===== config.mk =====
export PLATFORM = sky130hd
export DESIGN_NAME = ctrl_pipe_flat
export DESIGN_NICKNAME = d
export VERILOG_FILES = /design/src/rtl/ctrl_pipe_if.sv /design/src/rtl/ctrl_pipe.sv /design/src/flat_wrapper.sv
export SDC_FILE = /design/constraint.sdc
export NUM_CORES = 1
export LEC_CHECK = 0
export ABC_AREA = 1
export CAP_MARGIN = 20
export CELL_PAD_IN_SITES_DETAIL_PLACEMENT = 1
export CELL_PAD_IN_SITES_GLOBAL_PLACEMENT = 1
export CORE_UTILIZATION = 33
export DETAILED_ROUTE_END_ITERATION = 6
export PLACE_DENSITY = 0.78
export SLEW_MARGIN = 20
export SYNTH_ARGS = -nofsm -noshare
export SYNTH_HDL_FRONTEND = slang
export SYNTH_SLANG_ARGS = --single-unit

===== constraint.sdc =====
create_clock -name clk -period 1.6 [get_ports clk]
set_input_delay 0.24 -clock clk [delete_from_list [all_inputs] [get_ports clk]]
set_output_delay 0.24 -clock clk [all_outputs]
set_load 0.05 [all_outputs]

===== src/rtl/ctrl_pipe_if.sv =====
// ctrl_pipe_if
//   Bundles every non-clock signal of ctrl_pipe so the datapath (or a bench)
//   connects through one port.
//   Decode side : wb_in[1:0], m_in[2:0], ex_in[3:0], id_rs, id_rt
//   EX feedback : ex_zero, ex_wreg
//   Hazard      : stall, flush_ifid, pcsrc
//   Stage lines : ex_regdst/ex_aluop/ex_alusrc/ex_rs/ex_rt,
//                 mem_branch/mem_memread/mem_memwrite,
//                 wb_regwrite/wb_memtoreg/wb_wreg
//   Forwarding  : forward_a, forward_b (00 regfile, 10 EX/MEM, 01 MEM/WB)
//   There is no valid/ready handshake: every field is sampled on every
//   rising clock edge, and outputs are meaningful in every cycle.
//   modport slave is the control block, modport master the datapath side.
interface ctrl_pipe_if;
    logic [1:0] wb_in;
    logic [2:0] m_in;
    logic [3:0] ex_in;
    logic [4:0] id_rs;
    logic [4:0] id_rt;
    logic       ex_zero;
    logic [4:0] ex_wreg;

    logic       stall;
    logic       flush_ifid;
    logic       pcsrc;
    logic       ex_regdst;
    logic       ex_alusrc;
    logic [1:0] ex_aluop;
    logic [4:0] ex_rs;
    logic [4:0] ex_rt;
    logic       mem_branch;
    logic       mem_memread;
    logic       mem_memwrite;
    logic       wb_regwrite;
    logic       wb_memtoreg;
    logic [4:0] wb_wreg;
    logic [1:0] forward_a;
    logic [1:0] forward_b;

    modport slave (
        input  wb_in, m_in, ex_in, id_rs, id_rt, ex_zero, ex_wreg,
        output stall, flush_ifid, pcsrc,
        output ex_regdst, ex_alusrc, ex_aluop, ex_rs, ex_rt,
        output mem_branch, mem_memread, mem_memwrite,
        output wb_regwrite, wb_memtoreg, wb_wreg,
        output forward_a, forward_b
    );

    modport master (
        output wb_in, m_in, ex_in, id_rs, id_rt, ex_zero, ex_wreg,
        input  stall, flush_ifid, pcsrc,
        input  ex_regdst, ex_alusrc, ex_aluop, ex_rs, ex_rt,
        input  mem_branch, mem_memread, mem_memwrite,
        input  wb_regwrite, wb_memtoreg, wb_wreg,
        input  forward_a, forward_b
    );
endinterface


===== src/rtl/ctrl_pipe.sv =====
// ctrl_pipe
//   Carries the decode-stage WB/M/EX control bundles through the ID/EX,
//   EX/MEM and MEM/WB banks of a 5-stage MIPS pipeline, and generates
//   load-use stalls, taken-branch flushes and ALU forwarding selects.
//   Ports:
//     clk   rising-edge clock
//     rst_n asynchronous active-low reset, clears every bank
//     bus   ctrl_pipe_if.slave (decode inputs, EX feedback, all outputs)
module ctrl_pipe (
    input  logic         clk,
    input  logic         rst_n,
    ctrl_pipe_if.slave   bus
);

    // ID/EX bank
    logic [1:0] idex_wb_q,   idex_wb_d;
    logic [2:0] idex_m_q,    idex_m_d;
    logic [3:0] idex_ex_q,   idex_ex_d;
    logic [4:0] idex_rs_q,   idex_rs_d;
    logic [4:0] idex_rt_q,   idex_rt_d;
    // EX/MEM bank
    logic [1:0] exmem_wb_q,   exmem_wb_d;
    logic [2:0] exmem_m_q,    exmem_m_d;
    logic       exmem_zero_q, exmem_zero_d;
    logic [4:0] exmem_wreg_q, exmem_wreg_d;
    // MEM/WB bank
    logic [1:0] memwb_wb_q,   memwb_wb_d;
    logic [4:0] memwb_wreg_q, memwb_wreg_d;

    logic pcsrc;
    logic hazard;
    logic stall;

    // Branch resolves in MEM.
    assign pcsrc  = exmem_m_q[2] & exmem_zero_q;
    // Load in EX whose destination is a source of the instruction in ID.
    // A load into $0 never creates a dependency.
    assign hazard = idex_m_q[1] & (idex_rt_q != 5'd0) &
                    ((idex_rt_q == bus.id_rs) | (idex_rt_q == bus.id_rt));
    // A taken branch discards the ID instruction anyway, so it wins.
    assign stall  = hazard & ~pcsrc;

    always_comb begin
        // Default: every bank advances.
        idex_wb_d    = bus.wb_in;
        idex_m_d     = bus.m_in;
        idex_ex_d    = bus.ex_in;
        idex_rs_d    = bus.id_rs;
        idex_rt_d    = bus.id_rt;
        exmem_wb_d   = idex_wb_q;
        exmem_m_d    = idex_m_q;
        exmem_zero_d = bus.ex_zero;
        exmem_wreg_d = bus.ex_wreg;
        memwb_wb_d   = exmem_wb_q;
        memwb_wreg_d = exmem_wreg_q;

        if (pcsrc) begin
            // Squash the two younger in-flight instructions; the branch
            // itself still retires into MEM/WB.
            idex_wb_d    = '0;
            idex_m_d     = '0;
            idex_ex_d    = '0;
            idex_rs_d    = '0;
            idex_rt_d    = '0;
            exmem_wb_d   = '0;
            exmem_m_d    = '0;
            exmem_zero_d = 1'b0;
            exmem_wreg_d = '0;
        end else if (stall) begin
            // Insert one bubble behind the load; IF/ID holds externally.
            idex_wb_d = '0;
            idex_m_d  = '0;
            idex_ex_d = '0;
            idex_rs_d = '0;
            idex_rt_d = '0;
        end
    end

    always_ff @(posedge clk or negedge rst_n) begin
        if (!rst_n) begin
            idex_wb_q    <= '0;
            idex_m_q     <= '0;
            idex_ex_q    <= '0;
            idex_rs_q    <= '0;
            idex_rt_q    <= '0;
            exmem_wb_q   <= '0;
            exmem_m_q    <= '0;
            exmem_zero_q <= 1'b0;
            exmem_wreg_q <= '0;
            memwb_wb_q   <= '0;
            memwb_wreg_q <= '0;
        end else begin
            idex_wb_q    <= idex_wb_d;
            idex_m_q     <= idex_m_d;
            idex_ex_q    <= idex_ex_d;
            idex_rs_q    <= idex_rs_d;
            idex_rt_q    <= idex_rt_d;
            exmem_wb_q   <= exmem_wb_d;
            exmem_m_q    <= exmem_m_d;
            exmem_zero_q <= exmem_zero_d;
            exmem_wreg_q <= exmem_wreg_d;
            memwb_wb_q   <= memwb_wb_d;
            memwb_wreg_q <= memwb_wreg_d;
        end
    end

    // Forwarding: the younger writer (EX/MEM) takes priority over MEM/WB.
    logic exmem_writes;
    logic memwb_writes;
    assign exmem_writes = exmem_wb_q[1] & (exmem_wreg_q != 5'd0);
    assign memwb_writes = memwb_wb_q[1] & (memwb_wreg_q != 5'd0);

    always_comb begin
        bus.forward_a = 2'b00;
        if (exmem_writes && (exmem_wreg_q == idex_rs_q)) begin
            bus.forward_a = 2'b10;
        end else if (memwb_writes && (memwb_wreg_q == idex_rs_q)) begin
            bus.forward_a = 2'b01;
        end
    end

    always_comb begin
        bus.forward_b = 2'b00;
        if (exmem_writes && (exmem_wreg_q == idex_rt_q)) begin
            bus.forward_b = 2'b10;
        end else if (memwb_writes && (memwb_wreg_q == idex_rt_q)) begin
            bus.forward_b = 2'b01;
        end
    end

    assign bus.stall        = stall;
    assign bus.flush_ifid   = pcsrc;
    assign bus.pcsrc        = pcsrc;
    assign bus.ex_regdst    = idex_ex_q[3];
    assign bus.ex_aluop     = idex_ex_q[2:1];
    assign bus.ex_alusrc    = idex_ex_q[0];
    assign bus.ex_rs        = idex_rs_q;
    assign bus.ex_rt        = idex_rt_q;
    assign bus.mem_branch   = exmem_m_q[2];
    assign bus.mem_memread  = exmem_m_q[1];
    assign bus.mem_memwrite = exmem_m_q[0];
    assign bus.wb_regwrite  = memwb_wb_q[1];
    assign bus.wb_memtoreg  = memwb_wb_q[0];
    assign bus.wb_wreg      = memwb_wreg_q;

endmodule


===== src/flat_wrapper.sv =====
// flat-port wrapper written by rule: the top's interface ports become plain ports
module ctrl_pipe_flat 
  (clk, rst_n, bus_wb_in, bus_m_in, bus_ex_in, bus_id_rs, bus_id_rt, bus_ex_zero, bus_ex_wreg, bus_stall, bus_flush_ifid, bus_pcsrc, bus_ex_regdst, bus_ex_alusrc, bus_ex_aluop, bus_ex_rs, bus_ex_rt, bus_mem_branch, bus_mem_memread, bus_mem_memwrite, bus_wb_regwrite, bus_wb_memtoreg, bus_wb_wreg, bus_forward_a, bus_forward_b);
  ctrl_pipe_if bus_i ();
  input  logic clk;
  input  logic rst_n;
  input wire logic [$bits(bus_i.wb_in)-1:0] bus_wb_in;
  input wire logic [$bits(bus_i.m_in)-1:0] bus_m_in;
  input wire logic [$bits(bus_i.ex_in)-1:0] bus_ex_in;
  input wire logic [$bits(bus_i.id_rs)-1:0] bus_id_rs;
  input wire logic [$bits(bus_i.id_rt)-1:0] bus_id_rt;
  input wire logic [$bits(bus_i.ex_zero)-1:0] bus_ex_zero;
  input wire logic [$bits(bus_i.ex_wreg)-1:0] bus_ex_wreg;
  output wire logic [$bits(bus_i.stall)-1:0] bus_stall;
  output wire logic [$bits(bus_i.flush_ifid)-1:0] bus_flush_ifid;
  output wire logic [$bits(bus_i.pcsrc)-1:0] bus_pcsrc;
  output wire logic [$bits(bus_i.ex_regdst)-1:0] bus_ex_regdst;
  output wire logic [$bits(bus_i.ex_alusrc)-1:0] bus_ex_alusrc;
  output wire logic [$bits(bus_i.ex_aluop)-1:0] bus_ex_aluop;
  output wire logic [$bits(bus_i.ex_rs)-1:0] bus_ex_rs;
  output wire logic [$bits(bus_i.ex_rt)-1:0] bus_ex_rt;
  output wire logic [$bits(bus_i.mem_branch)-1:0] bus_mem_branch;
  output wire logic [$bits(bus_i.mem_memread)-1:0] bus_mem_memread;
  output wire logic [$bits(bus_i.mem_memwrite)-1:0] bus_mem_memwrite;
  output wire logic [$bits(bus_i.wb_regwrite)-1:0] bus_wb_regwrite;
  output wire logic [$bits(bus_i.wb_memtoreg)-1:0] bus_wb_memtoreg;
  output wire logic [$bits(bus_i.wb_wreg)-1:0] bus_wb_wreg;
  output wire logic [$bits(bus_i.forward_a)-1:0] bus_forward_a;
  output wire logic [$bits(bus_i.forward_b)-1:0] bus_forward_b;
  assign bus_i.wb_in = bus_wb_in;
  assign bus_i.m_in = bus_m_in;
  assign bus_i.ex_in = bus_ex_in;
  assign bus_i.id_rs = bus_id_rs;
  assign bus_i.id_rt = bus_id_rt;
  assign bus_i.ex_zero = bus_ex_zero;
  assign bus_i.ex_wreg = bus_ex_wreg;
  assign bus_stall = bus_i.stall;
  assign bus_flush_ifid = bus_i.flush_ifid;
  assign bus_pcsrc = bus_i.pcsrc;
  assign bus_ex_regdst = bus_i.ex_regdst;
  assign bus_ex_alusrc = bus_i.ex_alusrc;
  assign bus_ex_aluop = bus_i.ex_aluop;
  assign bus_ex_rs = bus_i.ex_rs;
  assign bus_ex_rt = bus_i.ex_rt;
  assign bus_mem_branch = bus_i.mem_branch;
  assign bus_mem_memread = bus_i.mem_memread;
  assign bus_mem_memwrite = bus_i.mem_memwrite;
  assign bus_wb_regwrite = bus_i.wb_regwrite;
  assign bus_wb_memtoreg = bus_i.wb_memtoreg;
  assign bus_wb_wreg = bus_i.wb_wreg;
  assign bus_forward_a = bus_i.forward_a;
  assign bus_forward_b = bus_i.forward_b;
  ctrl_pipe u_core (.clk(clk), .rst_n(rst_n), .bus(bus_i));
endmodule

==> metrics.yaml, run 1 <==
ant_nets: 0
rsz0062_at_grt: "true"
finalSetupTns_ns: -1.011
clk_latency_ns: 0.29
wl_per_cell_um: 14.40
p_leak_nw: 1.383
drt_pre_antenna_iters: 4
max_cap_violations: 0
io_buffers: 57
synth.yosys.seq_area_share_pct: 52.26
end_kind: "output port"
max_stage_delay_ns: 0.48
synth_nets: 231
preCtsSetupSlack_ns: -0.1913
numCtsBuffers: 5
ys_seq_elements: 37
core_area_mm2: 0.005140
min_period_ns: 1.832
nNetsFinal: 301
vias_per_cell: 4.493
p_sw_mw: 0.9828
synth_area_leaders: "dfrtp_1 (52%), nand2_1 (10%), xnor2_1 (7.9%)"
drt_wl_total_um: 4967
path_cells: "xnor2_2 > nand2_2 > nor3_4 > nor2_4 > buf_12"
insertedDiodeCount: 0
synthFlopType: "dfrtp_1"
synth_area_mm2: 0.001772
dr_total_vias: 1550
drt_iter0_markers: 56
track_usage_pct: 19.59
overflow: 0
fin_crit_sh_pct: 114.5
r2r_setup_slack_ns: 0.08
die_x_um: 75.27
setup_viol: 5
gp_congestion: 0.7268
crit_arrival_ns: 1.59
synthArstFlopShare_pct: 100.0
synth_edf_count: 0
p_seq_share_pct: 39.7
initial_utilization_pct: 34.47
outcome: "finished with violations"
slew_headroom_pct: 73.03
grt_antenna_before_repair: 0
max_freq_ghz: 0.5458
drcViolationCount: 0
hold_violations: 0
synth_top_area_share_pct: 52.26
area_growth_syn_to_layout_pct: 59.39
hold_class: "in -> async"
vdd_drop_max_mv: 0.4537
crit_path_start_kind: "flop"
skew_ns: 0.007323
yosys.area.top_type: "dfrtp_1"
grt_pass1_vias: 1653
cp_data_required_time_ns: 1.36
drive_gt1_share_pct: 37.09
clkTransAtPathRegs_ns: 0.08
clk_path_buf_depth: 2
avgSynthCellArea_um2: 8.685
maxSlewViolCount: 0
die_y_um: 75.27
crit_family: "flip-flops"
dieArea_mm2: 0.005666
dpl.hpwl_um: 3591
fin_hold_ws_ns: 0.4006
grt_max_degree: 23
yosysWarnings: 0
failed_checks: "setup timing"
p_sw_share_pct: 34.39
cts_max_level: 2
ios: 58
cts_root_buf: "clkbuf_8"
grt_pass1_wl_um: 7893
crit_type: "reg -> out"
critPathSlowestCell: "dfrtp_2"
tightest_slew_ns: 0.4046
crit_buf_inv: 1
yosys.cell_types.count: 20
clkPwrFrac_pct: 28.5
powerDensity_mw_per_mm2: 1012
worstPathMaxFanout: 6
cts_sinks: 37
fin_ws_ns: -0.2322
internal-power_mw: 1.875
power_mw: 2.858
cts_tree: "built"
core.rowCount: 26
comb_power_share_pct: 31.8
netlist_instances: 204
[through the flow]
stage | area, um2 | instances | utilization [%]
2_1_floorplan | 1869 | 204 | -
3_3_place_gp | 2546 | 327 | 49.54
3_5_place_dp | 2546 | 327 | 49.54
4_1_cts | 2768 | 343 | 53.85
5_1_grt | 2824 | 345 | 54.94
6_report | 2824 | 345 | 54.94
[state kept, by name, indices dropped and copies added, names as in the netlist]
| name | cells |
|---|---|
| u_core.bus.ex_rs | 5 |
| u_core.idex_ex_q | 4 |
| u_core.exmem_zero_q | 1 |
| u_core.idex_wb_q | 2 |
| u_core.exmem_wb_q | 2 |
| u_core.exmem_m_q | 3 |
| u_core.memwb_wb_q | 2 |
| u_core.exmem_wreg_q | 5 |
| u_core.bus.ex_rt | 5 |
| u_core.idex_m_q | 3 |
| u_core.bus.wb_wreg | 5 |
[cells in the final DEF, fill, tap and decap left out, drive strengths merged]
master	n
clkdlybuf4s50	24
clkbuf	6
dlygate4sd3	1
nand2	50
nor3	2
a21oi	20
clkinv	1
dlygate4sd2	1
nor2	27
xnor2	16
xor2	6
o21ai	3
bufinv	1
inv	27
dfrtp	37
buf	46
nand3	7
[worst paths after layout]
| check | from | endpoint | depth (start not counted) |
|---|---|---|---|
| worst min-delay path | rst_n | u_core.memwb_wb_q[0]$_DFF_PN0_ | 2 |
| max in group asynchronous | rst_n | u_core.bus.ex_rt[1]$_DFF_PN0_ | 3 |
| worst max register to register | u_core.bus.ex_rt[0]$_DFF_PN0_ | u_core.bus.ex_rs[4]$_DFF_PN0_ | 7 |
| worst max-delay path | u_core.bus.ex_rt[1]$_DFF_PN0_ | bus_forward_b[0] | 5 |
| min in group clk | bus_id_rs[3] | u_core.bus.ex_rs[3]$_DFF_PN0_ | 3 |
| worst min register to register | u_core.exmem_wb_q[1]$_DFF_PN0_ | u_core.memwb_wb_q[1]$_DFF_PN0_ | 0 |
[final cells by class]
cell class	instances	area (um2)
sequential	37	945.9
fill	609	2316
clock buffer	6	72.57
tap	70	87.58
timing repair buffer	72	759.5
clock inverter	2	38.79
multi-input combinational	131	818.3
inverter	27	101.3
[per-layer routing]
layer  part of all wire [%]  track usage [%]
met5                      0                0
met4                    1.1            4.938
met3                    4.0            4.953
met2                     56            38.24
met1                     39            20.90
[cells by family (layout without fill, tap and decap cells)]
logic type | count (synthesis) | in the layout | share of synthesized area [%]
xor gates and xnor gates | 22 | 22 | 10.88
and+or+nand+nor | 86 | 86 | 19.84
AOI/OAI and AO/OA | 23 | 23 | 7.133
DFF | 37 | 37 | 52.26
buffers and inverters | 36 | 107 | 9.887
[Yosys cell counts, types with 2 or more instances]
master	n
clkbuf_1	2
xnor2_1	16
inv_2	4
buf_4	4
inv_1	23
o21ai_0	2
a21oi_2	2
nand3_2	2
a21oi_1	18
nand3_1	5
nor3_1	2
dfrtp_1	37
nand2_1	49
xor2_1	6
nor2_1	27
[power by group through the flow]
stage	Clock [mW]	Combinational (mW)	Sequential [mW]
6_report	0.814	0.908	1.14
3_5_place_dp	0	0.837	1.15
2_1_floorplan	0	0.348	1.32
3_3_place_gp	0	0.813	1.14
4_1_cts	0.837	0.892	1.13
5_1_grt	0.869	0.979	1.15
[what timing repair did]
action | 4_1_cts | 5_1_grt
hold endpoints to repair | 15 | 0
hold buffers | 1 | 0
setup buffers | 7 | 2
pin swaps | 13 | 8
setup endpoints to repair | 5 | 17
gates resized for setup | 12 | 11
(Power assumes the default switching activity.)
==> run 2: changes to the inputs <==
Settings changed: HOLD_SLACK_MARGIN from default to 0.02.
==> results of run 2 <==
No change in the layout: final DEF, timing and power equal those of run 1.
